**src/rtl/ozy_req_sequencer.sv**
```systemverilog
// Request front-end for the strobe-driven single-port RAM: buffers requests,
// range-checks them and sequences setup/strobe/hold, returning read data.
module ozy_req_sequencer #(
  parameter int word_size     = 21,
  parameter int word_quantity = 33,
  parameter int fifo_depth    = 4,
  localparam int AW = $clog2(word_quantity)
) (
  input  logic                 clk,
  input  logic                 rst_n,
  input  logic                 req_valid,
  output logic                 req_ready,
  input  logic                 req_type,
  input  logic [AW-1:0]        req_addr,
  input  logic [word_size-1:0] req_wdata,
  output logic                 rsp_valid,
  input  logic                 rsp_ready,
  output logic [word_size-1:0] rsp_data,
  output logic                 rsp_err,
  output logic [AW-1:0]        mem_addr,
  output logic                 mem_we,
  output logic                 mem_type,
  output logic [word_size-1:0] mem_wdata,
  input  logic [word_size-1:0] mem_rdata,
  output logic                 busy
);

  localparam int PW = (fifo_depth > 1) ? $clog2(fifo_depth) : 1;
  localparam int EW = 1 + AW + word_size;
  localparam logic [AW:0] WQ = (AW+1)'(word_quantity);
  localparam logic [PW:0] DEPTH = (PW+1)'(fifo_depth);

  typedef enum logic [1:0] {
    IDLE,
    SETUP,
    STROBE,
    HOLD
  } state_e;

  state_e state_q, state_d;

  logic [EW-1:0] fifo_q [fifo_depth];
  logic [PW-1:0] wr_ptr_q, wr_ptr_d;
  logic [PW-1:0] rd_ptr_q, rd_ptr_d;
  logic [PW:0]   count_q, count_d;

  logic push;
  logic pop;

  logic                 head_type;
  logic [AW-1:0]        head_addr;
  logic [word_size-1:0] head_wdata;

  logic [AW-1:0]        mem_addr_q, mem_addr_d;
  logic                 mem_we_q, mem_we_d;
  logic                 mem_type_q, mem_type_d;
  logic [word_size-1:0] mem_wdata_q, mem_wdata_d;

  logic                 rsp_valid_q, rsp_valid_d;
  logic                 rsp_err_q, rsp_err_d;
  logic [word_size-1:0] rsp_data_q, rsp_data_d;

  assign {head_type, head_addr, head_wdata} = fifo_q[rd_ptr_q];

  assign req_ready = (count_q != DEPTH);
  assign push      = rst_n && req_valid && req_ready;

  assign mem_addr  = mem_addr_q;
  assign mem_we    = mem_we_q;
  assign mem_type  = mem_type_q;
  assign mem_wdata = mem_wdata_q;
  assign rsp_valid = rsp_valid_q;
  assign rsp_err   = rsp_err_q;
  assign rsp_data  = rsp_data_q;
  assign busy      = (state_q != IDLE) || (count_q != '0);

  // Storage is not reset; the count register alone defines validity.
  always_ff @(posedge clk) begin
    if (push) begin
      fifo_q[wr_ptr_q] <= {req_type, req_addr, req_wdata};
    end
  end

  always_comb begin
    wr_ptr_d = wr_ptr_q;
    rd_ptr_d = rd_ptr_q;
    count_d  = count_q;
    if (push) begin
      wr_ptr_d = wr_ptr_q + 1'b1;
    end
    if (pop) begin
      rd_ptr_d = rd_ptr_q + 1'b1;
    end
    if (push && !pop) begin
      count_d = count_q + 1'b1;
    end else if (!push && pop) begin
      count_d = count_q - 1'b1;
    end
  end

  always_comb begin
    state_d     = state_q;
    pop         = 1'b0;
    mem_addr_d  = mem_addr_q;
    mem_we_d    = 1'b0;
    mem_type_d  = mem_type_q;
    mem_wdata_d = mem_wdata_q;
    rsp_valid_d = rsp_valid_q;
    rsp_err_d   = rsp_err_q;
    rsp_data_d  = rsp_data_q;

    if (rsp_valid_q && rsp_ready) begin
      rsp_valid_d = 1'b0;
      rsp_err_d   = 1'b0;
      rsp_data_d  = '0;
    end

    unique case (state_q)
      IDLE: begin
        // A held response blocks pops so the consumer back-pressures the queue.
        if (count_q != '0 && !rsp_valid_q) begin
          pop = 1'b1;
          if ({1'b0, head_addr} >= WQ) begin
            rsp_valid_d = 1'b1;
            rsp_err_d   = 1'b1;
            rsp_data_d  = '0;
          end else begin
            state_d     = SETUP;
            mem_addr_d  = head_addr;
            mem_type_d  = head_type;
            mem_wdata_d = head_wdata;
          end
        end
      end
      SETUP: begin
        mem_we_d = 1'b1;
        state_d  = STROBE;
      end
      STROBE: begin
        state_d = HOLD;
      end
      HOLD: begin
        state_d = IDLE;
        if (!mem_type_q) begin
          rsp_valid_d = 1'b1;
          rsp_err_d   = 1'b0;
          rsp_data_d  = mem_rdata;
        end
      end
      default: begin
        state_d = IDLE;
      end
    endcase
  end

  always_ff @(posedge clk) begin
    if (!rst_n) begin
      state_q     <= IDLE;
      wr_ptr_q    <= '0;
      rd_ptr_q    <= '0;
      count_q     <= '0;
      mem_addr_q  <= '0;
      mem_we_q    <= 1'b0;
      mem_type_q  <= 1'b0;
      mem_wdata_q <= '0;
      rsp_valid_q <= 1'b0;
      rsp_err_q   <= 1'b0;
      rsp_data_q  <= '0;
    end else begin
      state_q     <= state_d;
      wr_ptr_q    <= wr_ptr_d;
      rd_ptr_q    <= rd_ptr_d;
      count_q     <= count_d;
      mem_addr_q  <= mem_addr_d;
      mem_we_q    <= mem_we_d;
      mem_type_q  <= mem_type_d;
      mem_wdata_q <= mem_wdata_d;
      rsp_valid_q <= rsp_valid_d;
      rsp_err_q   <= rsp_err_d;
      rsp_data_q  <= rsp_data_d;
    end
  end

endmodule

```
**config.mk**
```make
export PLATFORM = sky130hd
export DESIGN_NAME = ozy_req_sequencer
export DESIGN_NICKNAME = d
export VERILOG_FILES = /design/src/rtl/ozy_req_sequencer.sv
export SDC_FILE = /design/constraint.sdc
export NUM_CORES = 1
export LEC_CHECK = 0
export BUFFER_PORTS_ARGS = -buffer_cell sky130_fd_sc_hd__buf_2
export CORE_AREA = 3 3 118 120
export CTS_CLUSTER_DIAMETER = 100
export CTS_CLUSTER_SIZE = 14
export DETAILED_ROUTE_END_ITERATION = 8
export DIE_AREA = 0 0 121 123
export PLACE_DENSITY = 0.88
export REMOVE_ABC_BUFFERS = 1
export SLEW_MARGIN = 20
export SYNTH_ARGS = -nofsm -noshare
export SYNTH_HDL_FRONTEND = slang
export SYNTH_SLANG_ARGS = --single-unit
```
**constraint.sdc**
```tcl
create_clock -name clk -period 2.9 [get_ports clk]
set_input_delay 0.725 -clock clk [delete_from_list [all_inputs] [get_ports clk]]
set_output_delay 0.725 -clock clk [all_outputs]
set_load 0.03 [all_outputs]
```
Yosys cells after proc, flatten, opt, wreduce, memory -nomap -nowiden:

Memories as Yosys holds them, arrays and structs flattened. A register that Yosys moved wholly into a read port is not among the register bits.
Cells that the tools add are included.

* add/subtract/negate cells: 4
* reduce and logical (&&, ||, !) cells: 16
* equality and inequality tests: 6
* multiplexer cells: 27
* bitwise gates (word level): 1
* magnitude comparators: 1

Operator list (count)
* two-way mux 21 bit: 4
* case mux 21 bit (2 select lines): 1
* two-way mux 1 bit: 13
* two-way mux 2 bit: 4
* case mux 2 bit (4 select lines): 1
* >= comparator 6 bit (second input constant): 1
* logical AND 1 bit: 6
* two-way mux 3 bit: 2
* adder 2 x 1 -> 2 bit (second input constant): 2
* == test 2 bit (second input constant): 2
* inequality test 2 bit (second input constant): 2
* case mux 1 bit (2 select lines): 2
* nonzero test 2 bit: 2
* adder 3 x 1 -> 3 bit (second input constant): 1
* zero test 1 bit: 3
* inequality test 3 bit (second input constant): 1
* AND reduction 3 bit: 1
* nonzero test 3 bit: 1
* subtractor 3 x 1 -> 3 bit (second input constant): 1
* == test 2 x 1 -> 1 bit (second input constant): 1
* zero test 2 bit: 1
* AND reduction 2 bit: 1
* logical OR 1 bit: 1
* NOT 1 bit: 1

* register bits: 61
* input bits: 53
* logic and storage cells: 67
* memory bits (writable): 112
* output and inout bits: 54
* memories kept: 1

Memory list
* fifo_q: depth 4, width 28, rd ports 1, clocked after Yosys merged registers in 1, wr ports 1, RTL line 42 `logic [EW-1:0] fifo_q [fifo_depth];`

Depth between registers and ports, before layout:

Gate-level depths: netlist (run 1).

* depth in word-level cells: 7
* gate-level depth with buffers: 11
* depth with buffers taken out: 11

Worst setup path after synthesis (run 1):

No wires, ideal clock.

* kind: register to register
* from: register count_q[0]
* to: register count_q[2]
* path buffers: 0
* clock period less this slack: 2.319 ns
* setup time: 0.076 ns
* required time: 2.824 ns
* cell stages (with the launch flop): 10
* arrival time: 2.244 ns
* slack: 0.581 ns
* cells stage by stage: dfxtp_1 -> nor3_1 -> nor3_1 -> inv_1 -> ha_1 -> inv_1 -> fa_1 -> xor2_1 -> or3_1 -> a21boi_0

* word-level cells in the longest chain between the ends: 7
* elaborated cells between the ends (all ways): 15
* those cells by class: add/sub (2); eq/ne (1); mux (4); reduce/logical (8)

RTL lines
* start, declared: RTL line 45 `logic [PW:0] count_q, count_d;`
* start signal, assigned: RTL line 173 `count_q <= count_d;`
* nonzero test 3 bit: RTL line 121 `if (count_q != '0 && !rsp_valid_q) begin`
* logical AND 1 bit: RTL line 121
* two-way mux 1 bit: RTL line 121
* two-way mux 1 bit: RTL line 118 `unique case (state_q)`
* zero test 1 bit: RTL line 94 `if (push && !pop) begin`
* logical AND 1 bit: RTL line 94
* two-way mux 3 bit or nonzero test 2 bit (tied branches)

Parallel ways exist; a longest one is shown, timed or not. The select of a mux whose other input is x is not followed.
A chain may end at the register's enable or synchronous reset.

==> results of run 1 <==
-- metrics by stage --
| step | power [mW] | worst slack [ps] |
|---|---|---|
| after global routing | 7.968 | 100.2 |
| final | 7.613 | 313.6 |
| after global placement | 5.291 | 410.1 |
| after floorplan | 4.697 | -551.7 |
| after CTS | 7.645 | 248.5 |
| after detailed placement | 5.386 | 314.8 |
-- area by class of cell --
cell class,count,area (um2)
flip-flops and latches,175,4626
fillers,910,4429
multi-input cells,309,2527
repair buffers,123,658.1
clock buffers,18,429.2
well taps,176,220.2
clock inverters,14,155.1
inverters,10,37.54
diodes,1,2.502
-- power by group --
group / switching [mW] / leakage, nW / internal [mW]
sequential: 0.187 / 1.53 / 2.93
clock: 0.970 / 0.276 / 1.28
combinational: 1.38 / 1.59 / 0.860
total: 2.54 / 3.40 / 5.07
-- worst max-delay path by stage --
stage | end | slack, ps
2_1_floorplan | rsp_data[19] | -550
3_3_place_gp | mem_wdata[18] | 410
3_5_place_dp | rsp_data[15] | 310
4_1_cts | mem_wdata[0] | 250
5_1_grt | count_q[2] | 100
6_report | mem_wdata[0] | 310
-- cells in the mapped netlist, types with 2 or more instances --
cell type,number,area (um2)
nor2_1,5,18.77
a31oi_2,11,137.6
mux4_2,25,563.0
mux4_1,3,78.83
nand2b_1,2,12.51
ha_1,9,112.6
nor3_1,3,15.01
o211ai_1,2,15.01
dfxtp_1,63,1261
nor2b_1,23,143.9
inv_1,10,37.54
buf_6,5,56.30
and2_1,10,62.56
xnor2_1,3,26.28
xor2_1,2,17.52
clkbuf_1,27,101.4
buf_1,4,15.01
o21ai_0,24,120.1
a21boi_0,3,22.52
and3_1,22,137.6
or3_1,2,12.51
nor4_1,2,12.51
mux2i_1,28,280.3
a31oi_1,11,68.82
a21oi_1,4,20.02
a22o_1,21,183.9
nand3_1,5,25.02
nand2_1,75,281.5
edfxtp_1,112,3363
-- worst min-delay path, stage by stage, from the launching register on --
cell and delay (ps):
dfxtp_1 310, nand2_1 50, mux2i_1 50
-- layer usage --
metal,wire length (um),global-route usage (%),up-vias
li1,-,-,2191
met1,6239,27.23,2322
met2,7516,34.63,186
met3,1176,5.489,23
met4,208,7.295,4
met5,23,0,-
-- flip-flops by register name (all words and copies together), names as in the netlist, named ones only --
| register | flops |
|---|---|
| mem_addr | 6 |
| rsp_data | 21 |
| fifo_q | 112 |
| wr_ptr_q | 2 |
| mem_we | 1 |
| count_q | 3 |
| mem_wdata | 21 |
| rsp_valid | 1 |
| state_q | 2 |
| mem_type | 1 |
| rsp_err | 1 |
| rd_ptr_q | 2 |
-- kinds of logic after synthesis --
| group | Yosys count |
|---|---|
| AOI/OAI and AO/OA | 82 |
| xor gates and xnor gates | 5 |
| adders and majority gates | 10 |
| buffers and inverters | 46 |
| DFF | 175 |
| muxes | 56 |
| and+or+nand+nor | 156 |
==> summary.txt, run 1 <==
Cells and area
  • Final Cell Area: 8656 um2
  • Most common cell after layout, fill and taps aside: edfxtp_1
  • Most frequent cells in the layout: edfxtp_1, buf_2, nand2_1, dfxtp_1, mux2i_1
  • Layout Cells excl Fill: 826
  • Final #Nets: 699
  • Post-layout util: 66.15%
  • Layout area overhead: 17.91%
  • Layout cells sized above 1: 30.82%

Critical path
  • Reg2Reg Setup Slack: 310 ps
  • Critical path class: register to register
  • Top delay family on crit path: compound AO/OA/AOI/OAI gates
  • Most frequent cell on the critical path: buf_4
  • CP Cell Sequence: buf_4 -> mux4_2 -> nor4_1 -> buf_4 -> a21oi_4 -> mux2i_1
  • WP data required: 3240 ps
  • Critical Path Fanout Max: 24
  • Arrival time of the worst setup path: 2930 ps
  • Reg2reg path depth: 6
  • Crit path capture type: register
  • Crit path depth: 6
  • Worst path max stage delay: 820 ps
  • Critical-path top delay cell: a21oi_4
  • Worst R2R End: mem_wdata[0]
  • Crit path buf inv count: 2
  • Startpoint types: register

Placement
  • Dpl cell area: 8061 um2
  • Hpwl dp: 9.569 mm
  • PortBufs: 106
  • Placer Congestion: 0.7671
  • Placed insts: 793

STA
  • Skew final: 6.091 ps
  • Peak Freq: 386.6 MHz
  • Final Setup Violations: 0
  • Max_slew headroom: 28.68%
  • Setup Total Neg Slack: 0 ps
  • Worst Tran Pin Value: 1067 ps
  • WHS: 458.8 ps
  • Final max-slew violation count: 0
  • RSZ-0062 raised after global routing: no
  • Final Hold Fails: 0
  • Min cycle time layout: 2586 ps
  • Fin crit share: 89.19%

CTS
  • Root Buffer: clkbuf_16
  • CTS Sinks: 175
  • Post-cts repair resize count: 0
  • Reg clk slew, reported paths: 70 ps
  • Worst skew pair latency: 430 ps
  • Hold-fix buffers at CTS: 0
  • Clock Path Buffers: 2
  • Post-CTS setup buffers: 0
  • Clock buffer count from CTS: 17
  • H-tree depth: 4
  • CTS tree: built

Logic synthesis
  • Largest family of logic cells by synthesized area: multiplexers
  • Async SR Flop Fraction: 0%
  • Post-Synthesis Cell Area: 7341 um2
  • Synth Area in Adders: 1.807%
  • Distinct cells, synth: 43
  • Proportion of synthesized area in mux cells: 12.56%
  • Number of synthesized flops with an enable pin: 112
  • Ys flop type: edfxtp_1
  • XOR/XNOR share of the synthesized area: 0.5966%
  • Synth Area in Compound Gates: 8.437%
  • Syn Inst Count: 530
  • #FFs+latches synth: 175
  • Syn Area/Cell: 13.85 um2
  • Simple-Gate Fraction of Synth Area: 10.74%
  • Seq/Total Area, Yosys: 63.00%
  • Yosys warning count: 0

Hold path
  • WHS Endpoint: mem_addr[3]
  • Hold Crit Start: mem_addr[3]
  • HP Class: register to register
  • Hold Crit Depth: 2

Global route
  • Overflow after GRT: 0
  • Initial antenna violation count: 2
  • Vias in the first global route: 4,675
  • First-pass GRT wire length: 23.84 mm
  • Largest net degree at the start of global routing: 86
  • Total GRT Usage: 20.98%

Detailed routing
  • Final WL: 15.16 mm
  • Drt drc: 0
  • Vias post-DR: 4,726
  • Drt via density: 5.722
  • Drt wl/cell: 18.36 um
  • DR pass1 iterations: 5
  • DR iter-0 viols: 450
  • Post-route ant nets: 0

Die
  • Die extent in x: 121 um
  • Die area: 14,880 um2
  • Core area: 13,090 um2
  • IO Pins: 107
  • Num rows: 42
  • Die extent in y: 123 um
  • Starting Density: 56.10%

Run status
  • Status: completed

Flow run
  • Max_cap viols: 0

Power
  • Pwr dens: 879.6 nW/um2
  • Maximum VDD drop: 655.6 uV
  • Leak: 3.396 nW
(Power assumes the default switching activity.)
==> run 2, diff against run 1 <==
--- a/config.mk
+++ b/config.mk
@@ -6,12 +6,13 @@
 export NUM_CORES = 1
 export LEC_CHECK = 0
 export BUFFER_PORTS_ARGS = -buffer_cell sky130_fd_sc_hd__buf_2
-export CORE_AREA = 3 3 118 120
+export CORE_AREA = 3 3 116 118
+export CTS_BUF_LIST = sky130_fd_sc_hd__clkbuf_8
 export CTS_CLUSTER_DIAMETER = 100
 export CTS_CLUSTER_SIZE = 14
 export DETAILED_ROUTE_END_ITERATION = 8
-export DIE_AREA = 0 0 121 123
-export PLACE_DENSITY = 0.88
+export DIE_AREA = 0 0 119 121
+export PLACE_DENSITY = 0.91
 export REMOVE_ABC_BUFFERS = 1
 export SLEW_MARGIN = 20
 export SYNTH_ARGS = -nofsm -noshare
==> summary.txt, run 2 (synthesized netlist as in run 1, its figures left out) <==
CTS
  • CTS tree: built
  • Worst skew pair latency: 450 ps (+20 ps)
  • Clock Path Buffers: 2 (unchanged)
  • Clock buffer count from CTS: 17 (unchanged)
  • Hold-fix buffers at CTS: 0 (unchanged)
  • Reg clk slew, reported paths: 80 ps (about the same)
  • Post-CTS setup buffers: 0 (unchanged)
  • H-tree depth: 4 (unchanged)
  • Root Buffer: clkbuf_8
  • CTS Sinks: 175 (unchanged)

STA
  • Peak Freq: 381.8 MHz (-1.2%)
  • Worst Setup Slack, final: 281.1 ps (-32.50 ps)
  • Fin crit share: 90.31% (+1.1 points)
  • Final Setup Violations: 0 (unchanged)
  • Skew final: 8.087 ps (+1.996 ps)
  • Final Hold Fails: 0 (unchanged)
  • RSZ-0062 raised after global routing: no
  • Max_slew headroom: 40.37% (+12 points)
  • Final max-slew violation count: 0 (unchanged)
  • Worst Tran Pin Value: 894.4 ps (-173.0 ps)
  • Min cycle time layout: 2619 ps (+32.50 ps)

Run status
  • Status: completed

Critical path
  • Crit path capture type: register
  • Arrival time of the worst setup path: 2980 ps (+50 ps)
  • End of the critical path: count_q[2]
  • Worst R2R End: count_q[2]
  • CP Launch Point: state_q[0]
  • Crit path depth: 11 (+5)
  • CP Cell Sequence: inv_1 -> ha_1 -> inv_1 -> nor3_2 -> inv_1 -> ha_1 -> inv_1 -> fa_1 -> xor2_1 -> or3_1 -> a21boi_0
  • Top delay family on crit path: adder cells
  • Startpoint types: register
  • Worst path max stage delay: 380 ps (-440 ps)
  • Reg2reg path depth: 11 (+5)
  • Most frequent cell on the critical path: inv_1
  • Critical path class: register to register
  • Critical-path top delay cell: dfxtp_1
  • Reg2Reg Setup Slack: 280 ps (-30 ps)
  • Launching point of the worst reg2reg path: state_q[0]
  • Critical Path Fanout Max: 7 (-71%)
  • Crit path buf inv count: 4 (+2)
  • WP data required: 3260 ps (+20 ps)

Placement
  • Dpl cell area: 8064 um2 (about the same)
  • PortBufs: 106 (unchanged)
  • Post-Place Setup Slack: 325.9 ps (+11.09 ps)
  • Placer Congestion: 0.8015 (+4.5%)
  • Hpwl dp: 9.668 mm (+1.0%)

Power
  • Pwr dens: 837.3 nW/um2 (-4.8%)
  • Maximum VDD drop: 542.5 uV (-17%)
  • Leak: 3.350 nW (-1.4%)

Cells and area
  • Fillers: 843 (-7.4%)
  • Most frequent cells in the layout: edfxtp_1, buf_2, nand2_1, dfxtp_1, mux2i_1
  • Final #Nets: 701 (+0.29%)
  • Antenna cells: 0 (-1)
  • Most common cell after layout, fill and taps aside: edfxtp_1
  • Max reg flops: 112 (unchanged)
  • Biggest register: fifo_q
  • Final Cell Area: 8506 um2 (-1.7%)
  • Layout area overhead: 15.87%
  • Layout cells sized above 1: 30.77% (-0.047 points)

Detailed routing
  • Drt wl/cell: 18.40 um (+0.21%)
  • Final WL: 15.12 mm (-0.28%)
  • Drt via density: 5.799 (+1.4%)
  • DR iter-0 viols: 649 (+44%)
  • Vias post-DR: 4,767 (+0.87%)
  • DR pass1 iterations: 5 (unchanged)
  • Drt drc: 0 (unchanged)
  • Post-route ant nets: 0 (unchanged)

Die
  • Die extent in x: 119 um (-1.7%)
  • Die area: 14,400 um2 (-3.3%)
  • Die extent in y: 121 um (-1.6%)
  • IO Pins: 107 (unchanged)
  • Num rows: 41 (-2.4%)
  • Core area: 12,570 um2 (-3.9%)
  • Starting Density: 58.41% (+2.3 points)

Global route
  • Largest net degree at the start of global routing: 86 (unchanged)
  • First-pass GRT wire length: 24.34 mm (+2.1%)
  • Total GRT Usage: 21.74% (+0.75 points)
  • Vias in the first global route: 4,653 (-0.47%)
  • Initial antenna violation count: 2 (unchanged)
  • Overflow after GRT: 0 (unchanged)

Flow run
  • Max_cap viols: 0 (unchanged)

Hold path
  • HP Class: register to register
-- run 2: cell types whose count changed in the layout (fill, tap and decap cells not counted), moves of 2 or more --
cell	previous run	this run
clkinvlp_4	4	2
inv_1	10	13
clkbuf_16	17	0
clkbuf_8	0	17
-- run 2: worst register-to-register path, delay by kind of cell, from the launching register on --
| kind | cells | cell delay [ps] |
|---|---|---|
| AOI/OAI and AO/OA | 1 | 210 |
| xor gates and xnor gates | 1 | 180 |
| adders and majority gates | 3 | 880 |
| buffers and inverters | 4 | 470 |
| DFF | 1 | 380 |
| and+or+nand+nor | 2 | 410 |
-- run 2: routing by layer --
layer  up-vias  part of all wire (%)  track usage (%)
li1       2190                     -                -
met3        28                   8.5            5.967
met4         4                   1.6            7.096
met1      2305                    41            29.54
met2       240                    49            34.33
met5         -                  0.14                0
-- run 2: worst min-delay path by stage --
stage / depth (start not counted) / from / endpoint
after floorplan: 2 / state_q[1] / state_q[1]
final: 2 / mem_wdata[13] / mem_wdata[13]
after CTS: 1 / req_wdata[17] / fifo_q[0][17]
after global placement: 2 / mem_wdata[11] / mem_wdata[11]
after global routing: 1 / req_wdata[3] / fifo_q[0][3]
after detailed placement: 2 / mem_wdata[13] / mem_wdata[13]
-- run 2: final cells by class --
type	instances	area (um2)	area share (%)
repair buffers	125	693.2	8.149
well taps	172	215.2	2.530
clock buffers	17	234.0	2.751
multi-input cells	309	2532	29.77
clock inverters	14	167.7	1.971
flip-flops and latches	175	4626	54.38
inverters	10	37.54	0.4413
-- run 2: what timing repair did --
item / 4_1_cts / 5_1_grt
endpoints found under the setup margin: 0 / 1
gates resized for setup: 0 / 1
endpoints found under the hold margin: 0 / 0
-- run 2: through the flow --
stage / hold slack, ps / cells / utilization, % / setup TNS, ps / total power, mW
2_1_floorplan: 470.9 / 494 / - / -20870 / 4.697
4_1_cts: 455.5 / 821 / 67.36 / 0 / 7.091
3_3_place_gp: 442.9 / 790 / 64.16 / 0 / 5.292
5_1_grt: 445.4 / 822 / 67.68 / 0 / 7.489
6_report: 459.5 / 822 / 67.68 / 0 / 7.122
3_5_place_dp: 452.1 / 790 / 64.16 / 0 / 5.401
-- run 2: power breakdown --
group / switching [mW] / total, mW / internal (mW)
clock: 0.845 / 1.70 / 0.850
combinational: 1.40 / 2.31 / 0.906
sequential: 0.191 / 3.12 / 2.93
total: 2.44 / 7.12 / 4.69
==> run 3, diff against run 2 <==
==> constraint.sdc (replaced) <==
create_clock -name clk -period 2.5 [get_ports clk]
set_input_delay 0.625 -clock clk [delete_from_list [all_inputs] [get_ports clk]]
set_output_delay 0.625 -clock clk [all_outputs]
set_load 0.03 [all_outputs]
==> summary.txt, run 3 (synthesized netlist as in run 1, its figures left out) <==
Critical path
  • Critical Path Fanout Max: 12 (+5)
  • Most frequent cell on the critical path: buf_4
  • WP data required: 2860 ps (-400 ps)
  • Critical path class: register to register
  • Worst path max stage delay: 710 ps (+330 ps)
  • Startpoint types: register
  • Reg2Reg Setup Slack: 60 ps (-220 ps)
  • CP Cell Sequence: buf_4 -> mux4_1 -> nor4_4 -> buf_4 -> a21oi_4 -> a31o_2
  • Reg2reg path depth: 6 (-5)
  • Critical-path top delay cell: mux4_1
  • Worst R2R End: mem_addr[4]
  • Crit path capture type: register
  • Arrival time of the worst setup path: 2800 ps (-180 ps)

STA
  • Peak Freq: 410.2 MHz (+7.4%)
  • Worst Tran Pin Value: 827.9 ps (-66.57 ps)
  • Final Hold Fails: 0 (unchanged)
  • Setup Total Neg Slack: 0 ps (unchanged)
  • Max_slew headroom: 44.81% (+4.4 points)
  • Final max-slew violation count: 0 (unchanged)
  • Min cycle time layout: 2438 ps (-181.2 ps)
  • Final Setup Violations: 0 (unchanged)
  • Skew final: 10.32 ps (+2.231 ps)
  • Worst Setup Slack, final: 62.30 ps (-218.8 ps)
  • Fin crit share: 97.51% (+7.2 points)

Detailed routing
  • Drt via density: 5.694 (-1.8%)
  • DR pass1 iterations: 5 (unchanged)
  • DR iter-0 viols: 495 (-24%)
  • Vias post-DR: 4,726 (-0.86%)
  • Post-route ant nets: 0 (unchanged)
  • Drt drc: 0 (unchanged)
  • Drt wl/cell: 18.17 um (-1.3%)
  • Final WL: 15.08 mm (-0.29%)

Placement
  • Post-Place Setup Slack: 10.33 ps (-315.6 ps)
  • Hpwl dp: 9.767 mm (+1.0%)
  • Dpl cell area: 8094 um2 (+0.37%)
  • PortBufs: 106 (unchanged)
  • Placer Congestion: 0.8208 (+2.4%)
  • Placed insts: 794 (+0.51%)

Cells and area
  • Layout area overhead: 16.77%
  • Max reg flops: 112 (unchanged)
  • Final Cell Area: 8572 um2 (+0.78%)
  • Most frequent cells in the layout: edfxtp_1, buf_2, nand2_1, dfxtp_1, mux2i_1
  • Antenna cells: 0 (unchanged)
  • Most common cell after layout, fill and taps aside: edfxtp_1
  • Biggest register: fifo_q
  • Layout Cells excl Fill: 830 (+0.97%)
  • Layout cells sized above 1: 31.61% (+0.84 points)
  • Final #Nets: 708 (+1.0%)

Global route
  • Overflow after GRT: 0 (unchanged)
  • First-pass GRT wire length: 23.98 mm (-1.5%)
  • Initial antenna violation count: 0 (-2)
  • Largest net degree at the start of global routing: 86 (unchanged)
  • Vias in the first global route: 4,757 (+2.2%)
  • Total GRT Usage: 21.24% (-0.50 points)

Hold path
  • WHS Endpoint: fifo_q[0][6]
  • Hold Crit Start: req_wdata[6]
  • Hold Crit Depth: 1 (-1)
  • HP Class: input pin to register

CTS
  • Root Buffer: clkbuf_8
  • H-tree depth: 4 (unchanged)
  • Clock Path Buffers: 2 (unchanged)
  • Hold-fix buffers at CTS: 0 (unchanged)
  • Clock buffer count from CTS: 17 (unchanged)
  • Reg clk slew, reported paths: 90 ps (about the same)
  • Worst skew pair latency: 470 ps (+20 ps)
  • CTS Sinks: 175 (unchanged)
  • CTS tree: built

Die
  • Core area: 12,570 um2 (unchanged)
  • Die extent in x: 119 um (unchanged)
  • Starting Density: 58.41% (unchanged)
  • Num rows: 41 (unchanged)
  • Die extent in y: 121 um (unchanged)
  • Die area: 14,400 um2 (unchanged)
  • IO Pins: 107 (unchanged)

Power
  • Maximum VDD drop: 641.5 uV (+18%)
  • Leak: 3.386 nW (+1.1%)
  • Pwr dens: 984.6 nW/um2 (+18%)
  • Total power: 8.440 mW (+19%)

Flow run
  • Max_cap viols: 0 (unchanged)

Run status
  • Status: completed
run 3: cell type report:
type                       count  area (um2)
multi-input combinational    310        2552
clock inverter                13       161.4
clock buffer                  19       261.5
inverter                      10       37.54
tap                          172       215.2
sequential                   175        4626
fill                         834        3996
timing repair buffer         131       718.2
run 3: worst max path at each step:
stage	start	slack (ps)	cells after the start	end
after floorplan	register	-950	4	rsp_data[19]
after global placement	register	160	5	rsp_data[15]
after detailed placement	register	10	5	rsp_data[15]
after CTS	register	5	5	rsp_data[15]
after global routing	register	-30	6	mem_addr[4]
final	register	60	6	mem_addr[4]
run 3: routing by layer:
| layer | track usage [%] | share of wire [%] | vias up |
|---|---|---|---|
| met1 | 27.83 | 42 | 2305 |
| met3 | 5.967 | 7.3 | 12 |
| li1 | - | - | 2207 |
| met4 | 6.155 | 0.82 | 0 |
| met2 | 34.97 | 50 | 202 |
| met5 | 0 | 0 | - |
run 3: critical path: cells and delay by family, from the launching register on:
kind	cells	cell delay [ps]
DFF	1	440
muxes	1	710
buffers and inverters	2	420
AOI/OAI and AO/OA	2	390
and+or+nand+nor	1	370
run 3: timing repair:
action / 4_1_cts / 5_1_grt
resized for setup: 0 / 2
setup endpoints to repair: 0 / 24
buffers inserted: 0 / 3
run 3: report_power, final:
group / total, mW / internal, mW / switching (mW)
Clock: 2.06 / 1.05 / 1.01
Combinational: 2.76 / 1.09 / 1.68
Sequential: 3.61 / 3.40 / 0.216
Total: 8.44 / 5.53 / 2.91
run 3: metrics by stage:
stage                     hold WS [ps]  util [%]
after floorplan                  470.9         -
after global placement           444.4     64.40
after detailed placement         453.8     64.40
after CTS                        338.1     67.77
after global routing             348.0     68.20
final                            369.4     68.20
